[config.mk]
export PLATFORM = sky130hd
export DESIGN_NAME = rst_seq_gen
export DESIGN_NICKNAME = d
export VERILOG_FILES = /design/src/rtl/rst_seq_pkg.sv /design/src/rtl/clk_en_div.sv /design/src/rtl/rst_seq_gen.sv
export SDC_FILE = /design/constraint.sdc
export NUM_CORES = 1
export LEC_CHECK = 0
export ABC_AREA = 0
export CORE_UTILIZATION = 55
export CTS_BUF_LIST = sky130_fd_sc_hd__clkbuf_4 sky130_fd_sc_hd__clkbuf_8 sky130_fd_sc_hd__clkbuf_16
export CTS_CLUSTER_SIZE = 12
export DETAILED_ROUTE_END_ITERATION = 12
export DONT_BUFFER_PORTS = 1
export HOLD_SLACK_MARGIN = 0.1
export PLACE_DENSITY = 0.73
export REMOVE_ABC_BUFFERS = 1
export SYNTH_ARGS = -nofsm -noshare
export SYNTH_HDL_FRONTEND = slang
export SYNTH_SLANG_ARGS = --single-unit
[constraint.sdc]
create_clock -name Clk -period 3.1 [get_ports Clk]
set_clock_uncertainty 0.1 [all_clocks]
set_input_delay 0.62 -clock Clk [delete_from_list [all_inputs] [get_ports Clk]]
set_output_delay 0.62 -clock Clk [all_outputs]
set_load 0.03 [all_outputs]
[src/rtl/rst_seq_pkg.sv]
// Shared definitions for the staged reset / clock-enable generator.
//   - Sequencer state encoding (HOLD -> RELEASE -> RUN).
//   - cnt_width(): width of the hold/gap counter, sized so that it can hold
//     max(hold_cyc, gap_cyc) without wrapping.
package rst_seq_pkg;

  localparam logic [1:0] ST_HOLD    = 2'd0;
  localparam logic [1:0] ST_RELEASE = 2'd1;
  localparam logic [1:0] ST_RUN     = 2'd2;

  typedef enum logic [1:0] {
    StHold    = ST_HOLD,
    StRelease = ST_RELEASE,
    StRun     = ST_RUN
  } seq_state_e;

  function automatic int unsigned cnt_width(input int unsigned hold_cyc,
                                            input int unsigned gap_cyc);
    int unsigned max_cyc;
    max_cyc = (hold_cyc > gap_cyc) ? hold_cyc : gap_cyc;
    return $clog2(max_cyc + 1);
  endfunction

endpackage

[src/rtl/clk_en_div.sv]
// Per-channel clock-enable divider.
//   Clk    : clock
//   Reset  : synchronous active-high reset (counter and strobe cleared)
//   Run    : counting enabled
//   Ratio  : divide ratio, sampled live; 0 is treated as 1
//   Clk_en : registered one-cycle strobe, once every max(Ratio,1) edges
module clk_en_div #(
  parameter int unsigned DIV_W = 8
) (
  input  logic             Clk,
  input  logic             Reset,
  input  logic             Run,
  input  logic [DIV_W-1:0] Ratio,
  output logic             Clk_en
);

  logic [DIV_W-1:0] cnt_q, cnt_d;
  logic [DIV_W-1:0] last_cnt;
  logic             en_q, en_d;

  always_comb begin
    last_cnt = (Ratio == '0) ? '0 : Ratio - DIV_W'(1);
    cnt_d    = cnt_q;
    en_d     = 1'b0;
    if (Run) begin
      // >= rather than == so a ratio lowered below the current count wraps at once.
      if (cnt_q >= last_cnt) begin
        cnt_d = '0;
        en_d  = 1'b1;
      end else begin
        cnt_d = cnt_q + DIV_W'(1);
      end
    end
  end

  always_ff @(posedge Clk) begin
    if (Reset) begin
      cnt_q <= '0;
      en_q  <= 1'b0;
    end else begin
      cnt_q <= cnt_d;
      en_q  <= en_d;
    end
  end

  assign Clk_en = en_q;

endmodule

[src/rtl/rst_seq_gen.sv]
// Staged reset / clock-enable generator.
//   Clk       : single clock
//   Reset     : synchronous active-high reset (priority over Soft_rst)
//   Soft_rst  : synchronous active-high restart, level-sensitive
//   Div_ratio : channel i divide ratio at [i*DIV_W +: DIV_W]
//   ResetB    : per-channel active-low resets, released in channel order
//   Clk_en    : per-channel divided enable strobes
//   Seq_done  : high once every channel has been released
module rst_seq_gen
  import rst_seq_pkg::*;
#(
  parameter int unsigned NUM_CH   = 3,
  parameter int unsigned DIV_W    = 8,
  parameter int unsigned HOLD_CYC = 20,
  parameter int unsigned GAP_CYC  = 4
) (
  input  logic                    Clk,
  input  logic                    Reset,
  input  logic                    Soft_rst,
  input  logic [NUM_CH*DIV_W-1:0] Div_ratio,
  output logic [NUM_CH-1:0]       ResetB,
  output logic [NUM_CH-1:0]       Clk_en,
  output logic                    Seq_done
);

  localparam int unsigned CntW = cnt_width(HOLD_CYC, GAP_CYC);
  // Index must be able to hold NUM_CH (one past the last channel).
  localparam int unsigned IdxW = $clog2(NUM_CH + 1);

  // Compare against count-1 so the release happens on the edge the count reaches the limit.
  localparam logic [CntW-1:0] HoldLast = CntW'(HOLD_CYC - 1);
  localparam logic [CntW-1:0] GapLast  = CntW'(GAP_CYC - 1);
  localparam logic [IdxW-1:0] IdxLast  = IdxW'(NUM_CH - 1);

  seq_state_e        state_q, state_d;
  logic [CntW-1:0]   cnt_q, cnt_d;
  logic [IdxW-1:0]   idx_q, idx_d;
  logic [NUM_CH-1:0] rstb_q, rstb_d;
  logic              done_q, done_d;

  always_comb begin
    state_d = state_q;
    cnt_d   = cnt_q;
    idx_d   = idx_q;
    rstb_d  = rstb_q;
    done_d  = done_q;
    unique case (state_q)
      StHold: begin
        if (cnt_q == HoldLast) begin
          cnt_d     = '0;
          rstb_d[0] = 1'b1;
          idx_d     = IdxW'(1);
          if (NUM_CH == 1) begin
            state_d = StRun;
            done_d  = 1'b1;
          end else begin
            state_d = StRelease;
          end
        end else begin
          cnt_d = cnt_q + CntW'(1);
        end
      end
      StRelease: begin
        if (cnt_q == GapLast) begin
          cnt_d = '0;
          for (int i = 0; i < NUM_CH; i++) begin
            if (idx_q == IdxW'(i)) rstb_d[i] = 1'b1;
          end
          idx_d = idx_q + IdxW'(1);
          if (idx_q == IdxLast) begin
            state_d = StRun;
            done_d  = 1'b1;
          end
        end else begin
          cnt_d = cnt_q + CntW'(1);
        end
      end
      StRun: begin
      end
      default: state_d = StHold;
    endcase
  end

  always_ff @(posedge Clk) begin
    if (Reset || Soft_rst) begin
      state_q <= StHold;
      cnt_q   <= '0;
      idx_q   <= '0;
      rstb_q  <= '0;
      done_q  <= 1'b0;
    end else begin
      state_q <= state_d;
      cnt_q   <= cnt_d;
      idx_q   <= idx_d;
      rstb_q  <= rstb_d;
      done_q  <= done_d;
    end
  end

  // Divider resets use the registered ResetB, so a channel starts counting the edge after release.
  for (genvar g = 0; g < NUM_CH; g++) begin : g_div
    logic div_rst;
    assign div_rst = Reset | Soft_rst | ~rstb_q[g];

    clk_en_div #(
      .DIV_W(DIV_W)
    ) u_div (
      .Clk    (Clk),
      .Reset  (div_rst),
      .Run    (rstb_q[g]),
      .Ratio  (Div_ratio[g*DIV_W +: DIV_W]),
      .Clk_en (Clk_en[g])
    );
  end

  assign ResetB   = rstb_q;
  assign Seq_done = done_q;

endmodule

; After elaboration in Yosys (flattened, before gate mapping)
; Index checks and enable logic that the tools add are counted.
[classes]
add_sub_neg = 8
eq_ne = 10
n_mux = 22
n_reduce_logical = 15
n_lt_le_gt_ge = 3
bitwise = 8
[op_table]
columns = operator, count
row1 = 2-to-1 mux 8 bit, 6
row2 = "adder 8 x 1 -> 8 bit, second input constant", 3
row3 = greater-or-equal comparator 8 bit, 3
row4 = logical NOT 8 bit, 3
row5 = "subtractor 8 x 1 -> 8 bit, second input constant", 3
row6 = 2-to-1 mux 5 bit, 2
row7 = case mux 5 bit (2 select lines), 1
row8 = AND reduction 3 bit, 3
row9 = 2-to-1 mux 2 bit, 4
row10 = "inequality test 2 bit, second input constant", 4
row11 = AND reduction 4 bit, 2
row12 = 2-to-1 mux 1 bit, 6
row13 = case mux 2 bit (3 select lines), 1
row14 = OR reduction 2 bit, 3
row15 = "adder 5 x 1 -> 5 bit, second input constant", 1
row16 = "== test 5 x 2 -> 1 bit, second input constant", 1
row17 = "== test 5 bit, second input constant", 1
row18 = "== test 2 x 1 -> 1 bit, second input constant", 2
row19 = "== test 2 bit, second input constant", 2
row20 = logical NOT 2 bit, 2
row21 = NOT 1 bit, 4
row22 = OR 1 bit, 4
row23 = case mux 2 bit (2 select lines), 1
row24 = "adder 2 x 1 -> 2 bit, second input constant", 1
row25 = 3 further kinds, 3
[word_totals]
reg_bits = 39
out_inout_bits = 7
inputBits = 27
wordCells = 78

; Longest topological paths before layout
; Gate-level depths: netlist (run 1).
[logic_depth]
depth_word = 4
mapped_depth = 11
depth_no_buf = 11

; Cells and area by module
; A second synthesis (run 1) with hierarchy kept.
[hier_totals]
cells_unflattened = 320
hier_area_um2 = 2966.6
[modules_own_cells]
columns = mod, seq_area_each_um2, area_per_inst_um2, instances, cells_each
row1 = clk_en_div (g_div[0].u_div ...), 180.2, 794.5, 2, 83
row2 = clk_en_div (g_div[1].u_div), 180.2, 752.0, 1, 87
row3 = rst_seq_gen, 240.2, 625.6, 1, 67

; Least setup slack after synthesis (run 1)
; OpenSTA, ideal clock, no wires.
[synth_path]
kind = input to register
startpoint = input Div_ratio[0]
endpoint = register g_div[0].u_div.cnt_q[2]
setup_ns = 0.141
arrival_ns = 2.655
stages = 11
required_ns = 2.859
path_slack_ns = 0.204
path_buffers = 0
path_cell_list = inv_1 ha_1 nor2b_1 nand3b_1 or3_1 and2_1 ha_1 nand2b_1 a21oi_2 o31ai_2 nor3_1
[synth_between]
elab_chain_cells = 4
word_cells_on_any_way = 5
cone_classes = 1 x add/sub / 1 x order compare / 2 x mux / 1 x reduce/logical
[synth_rtl]
columns = item, line
row1 = start: declaration, rst_seq_gen.sv:20  ; input logic [NUM_CH*DIV_W-1:0] Div_ratio,
row2 = subtractor 8 x 1 -> 8 bit / logical NOT 8 bit (equally long branches), clk_en_div.sv:22  ; last_cnt = (Ratio == '0) ? '0 : Ratio - DIV_W'(1);
row3 = 2-to-1 mux 8 bit *, clk_en_div.sv:22
row4 = greater-or-equal comparator 8 bit *, clk_en_div.sv:27  ; if (cnt_q >= last_cnt) begin
row5 = 2-to-1 mux 8 bit *, clk_en_div.sv:27
row6 = end signal: assignment, clk_en_div.sv:41  ; cnt_q <= cnt_d;
row7 = end: declaration, clk_en_div.sv:17  ; logic [DIV_W-1:0] cnt_q, cnt_d;
; Every way passes the cells marked *; elsewhere a longest branch is shown, timed or not.
; A chain may end at the register's enable or synchronous reset.

; Worst setup path in the final report (run 1)
[layout_path]
startpoint = input Div_ratio[8]
endpoint = register g_div[1].u_div.cnt_q[3]
[layout_between]
elab_chain_cells = 4
word_cells_on_any_way = 5
cone_classes = 1 x add/sub / 1 x order compare / 2 x mux / 1 x reduce/logical
[layout_rtl]
columns = item, line
row1 = subtractor 8 x 1 -> 8 bit / logical NOT 8 bit (equally long branches), clk_en_div.sv:22
row2 = 2-to-1 mux 8 bit *, clk_en_div.sv:22
row3 = greater-or-equal comparator 8 bit *, clk_en_div.sv:27
row4 = 2-to-1 mux 8 bit *, clk_en_div.sv:27
row5 = end signal: assignment, clk_en_div.sv:41
row6 = end: declaration, clk_en_div.sv:17
; Marked as above.

==> flow_summary.toml, run 1 <==
[global_routing]
grt_pass1_wl_um = 8135
antenna_found_initial = 0
grt.total_usage_pct = 19.48
grt_max_degree = 13
globalRouteOverflowTotal = 0
grt_pass1_vias = 1890

[drt]
drt_iter0_drc = 81
firstDrtPassIters = 4
antenna_left = 0
via_per_inst = 5.472
vias = 2074
wl_um = 4565
drc = 0
wl_per_cell_um = 12.04

[logic_synthesis]
netlist.area_leader.share_pct = 29.09
synthMuxAreaShare_pct = 1.865
syn_area_per_cell_um2 = 8.602
synth_edf_count = 0
synth-main-ff-cell = "dfxtp_1"
synth_adder_area_share_pct = 15.85
synthArstFlopShare_pct = 0
yosys_warnings = 0
synthTopCellsByCount = "39 x dfxtp_1, 34 x ha_1, 30 x nor3_1"
yosys.area_share.simple_pct = 28.67
netlist_area_um2 = 2684
ys_ff_latch = 39
yosysMostFrequentCell = "dfxtp_1"
yosysSeqAreaShare_pct = 29.09
syn_inst = 312
synth_xor_area_share_pct = 9.790
synth-compound-area-share_pct = 10.77
synth_area_leaders = "dfxtp_1 29%, ha_1 16%, nor3_1 5.6%"
synth_area_leader_cell = "dfxtp_1"
synth_top_family_by_area = "simple AND/OR/NAND/NOR gates"
synth_cell_types = 42

[sta]
slew_headroom_pct = 55.61
rsz0062_at_grt = "false"
max_freq_mhz = 353.6
hold_viol_final = 0
slew_violations = 0
tns_ns = 0
timing.final.crit_share_pct = 91.23
min_period_ns = 2.828
worstMarginPinSlew_ns = 0.6649
setup_viol = 0
holdWs_ns = 0.3969

[die]
dieArea_um2 = 5163
start_util_pct = 56.82
num_rows = 25
core_um2 = 4723
die-width_um = 71.86
io_pins = 34
die_height_um = 71.86

[run]
drv_cap = 0

[pwr]
power_density_nw_per_um2 = 329.1
peakVddDrop_v = 0.0003697
p_leak_nw = 1.122

[critical_path]
cp_common_cell = "ha_1"
worstPathRequired_ns = 3.15
critPathKind = "in2reg"
slowest_stage = "o31ai_2"
start_kind = "input pin"
slowest_delay_ns = 0.57
cp_max_fo = 9
worstPathArrival_ns = 2.88
worstPathCellList = "inv_1 -> ha_1 -> nor2b_1 -> nand3b_1 -> or3_1 -> and2_1 -> ha_1 -> nand2b_1 -> a21oi_2 -> o31ai_2 -> nor3_1"
cp-end-kind = "flip-flop"

[clock_network]
h-tree-depth = 2
cts_tree = "yes"
clk_latency_ns = 0.29
cts.clk_slew.worst_paths_ns = 0.07
cts-root-buf = "clkbuf_8"
cts_buffer_depth = 2
cts_made_buffers = 5
cts.sinks = 39
cts-hold-fix-buffers = 0

[place]
placed_cell_area_um2 = 2721
place.gp.congestion = 0.7154
dp_hpwl_um = 3532
numPortBuffers = 0

[hold_path]
hold_path.class = "reg2reg"

[run_status]
status = "finished clean"

[final_layout]
final_cell_area_um2 = 2819
drive_gt1_share_pct = 6.410
area_growth_pct = 5.035
diodes = 0
nets = 372
## flip-flops by register name, summed over array words and instances, names as in the netlist
register / flops
ResetB: 3
cnt_q: 5
g_div.u_div.Clk_en: 3
g_div.u_div.cnt_q: 24
idx_q: 2
state_q: 2
## path summary, 6_finish.rpt
kind | from | to | slack [ns] | cells after the start
setup / recovery | Div_ratio[8] | g_div[1].u_div.cnt_q[3]$_SDFFE_PP0P_ | 0.27 | 11
hold reg to reg | g_div[0].u_div.cnt_q[0]$_SDFFE_PP0P_ | g_div[0].u_div.cnt_q[0]$_SDFFE_PP0P_ | 0.40 | 1
hold / removal | g_div[0].u_div.cnt_q[0]$_SDFFE_PP0P_ | g_div[0].u_div.cnt_q[0]$_SDFFE_PP0P_ | 0.40 | 1
setup reg to reg | g_div[2].u_div.cnt_q[3]$_SDFFE_PP0P_ | g_div[2].u_div.cnt_q[5]$_SDFFE_PP0P_ | 1.25 | 5
## worst max-delay path, delay by kind of cell
family,cells,cell delay (ns)
and+or+nand+nor,6,1.16
AOI/OAI and AO/OA,2,0.64
adders and majority gates,2,0.40
buffers and inverters,1,0.05
## per-stage QoR
stage	utilization, %	cells	worst slack (ns)	power [mW]
after CTS	59.50	379	0.2402	0.9388
after floorplan	-	302	0.2040	0.5852
final	59.68	379	0.2720	0.9277
after global placement	57.62	371	-0.0008078	0.5967
after detailed placement	57.62	371	-0.08352	0.6001
after global routing	59.68	379	0.07672	0.9654
## repair_timing
item / CTS / global route
setup buffers: 0 / 0
setup endpoints to repair: 0 / 1
hold endpoints to repair: 0 / 0
resized for setup: 0 / 1
## routing by layer
| metal | part of all wire, % | global-route usage [%] |
|---|---|---|
| met5 | 0 | 0 |
| met4 | 0.96 | 4.575 |
| met3 | 3.4 | 5.204 |
| met2 | 47 | 32.49 |
| met1 | 48 | 25.15 |
## where the power goes
part	switching, mW	internal [mW]	leakage [nW]
Clock	0.174	0.166	0.0446
Sequential	0.00127	0.502	0.314
Combinational	0.0434	0.0418	0.764
Total	0.218	0.709	1.12
## cell usage in the layout, fill, tap and decap left out, types with 2 or more instances in the layout
cell type / netlist / routed
o21ai_1: 2 / 2
a21oi_4: 2 / 2
xnor2_1: 16 / 16
o21ai_0: 4 / 4
nor3_1: 30 / 30
nor4_1: 2 / 2
dfxtp_1: 39 / 39
nand2b_1: 9 / 9
xor2_1: 14 / 14
or3_1: 7 / 7
mux2i_1: 5 / 5
nand3_1: 9 / 9
or4_1: 2 / 2
buf_4: 6 / 2
clkbuf_8: 0 / 5
nor2b_1: 12 / 12
ha_1: 34 / 34
nor2_1: 20 / 20
o21a_1: 3 / 3
and2_1: 4 / 4
a21oi_2: 3 / 3
nand2_1: 29 / 29
nand4_1: 6 / 6
o31ai_4: 1 / 2
nor3b_1: 3 / 3
a21oi_1: 12 / 12
inv_1: 12 / 12
a21o_1: 3 / 3
nand4b_1: 2 / 2
a22oi_1: 2 / 2
nand3b_1: 3 / 3
and3_1: 2 / 2
## area by class of cell
cell class | count | area, um^2
clock buffers | 6 | 76.32
clock inverters | 2 | 12.51
fillers | 428 | 1904
inverters | 12 | 45.04
multi-input cells | 251 | 1805
flip-flops and latches | 39 | 780.7
well taps | 67 | 83.83
repair buffers | 2 | 15.01
## kinds of logic (layout without fill, tap and decap cells)
group / after synthesis / in the layout
simple gates: 144 / 144
xor+xnor: 30 / 30
compound gates: 38 / 38
buf+inv: 22 / 22
mux: 5 / 5
fa+ha+maj: 34 / 34
flops: 39 / 39
Power figures use the tool's default switching activity.
==> run 2: changes to the inputs <==
- CORE_MARGIN: not set -> 1
==> results of run 2 <==
Same layout as run 1: the final DEF is identical, and so are final timing and power.
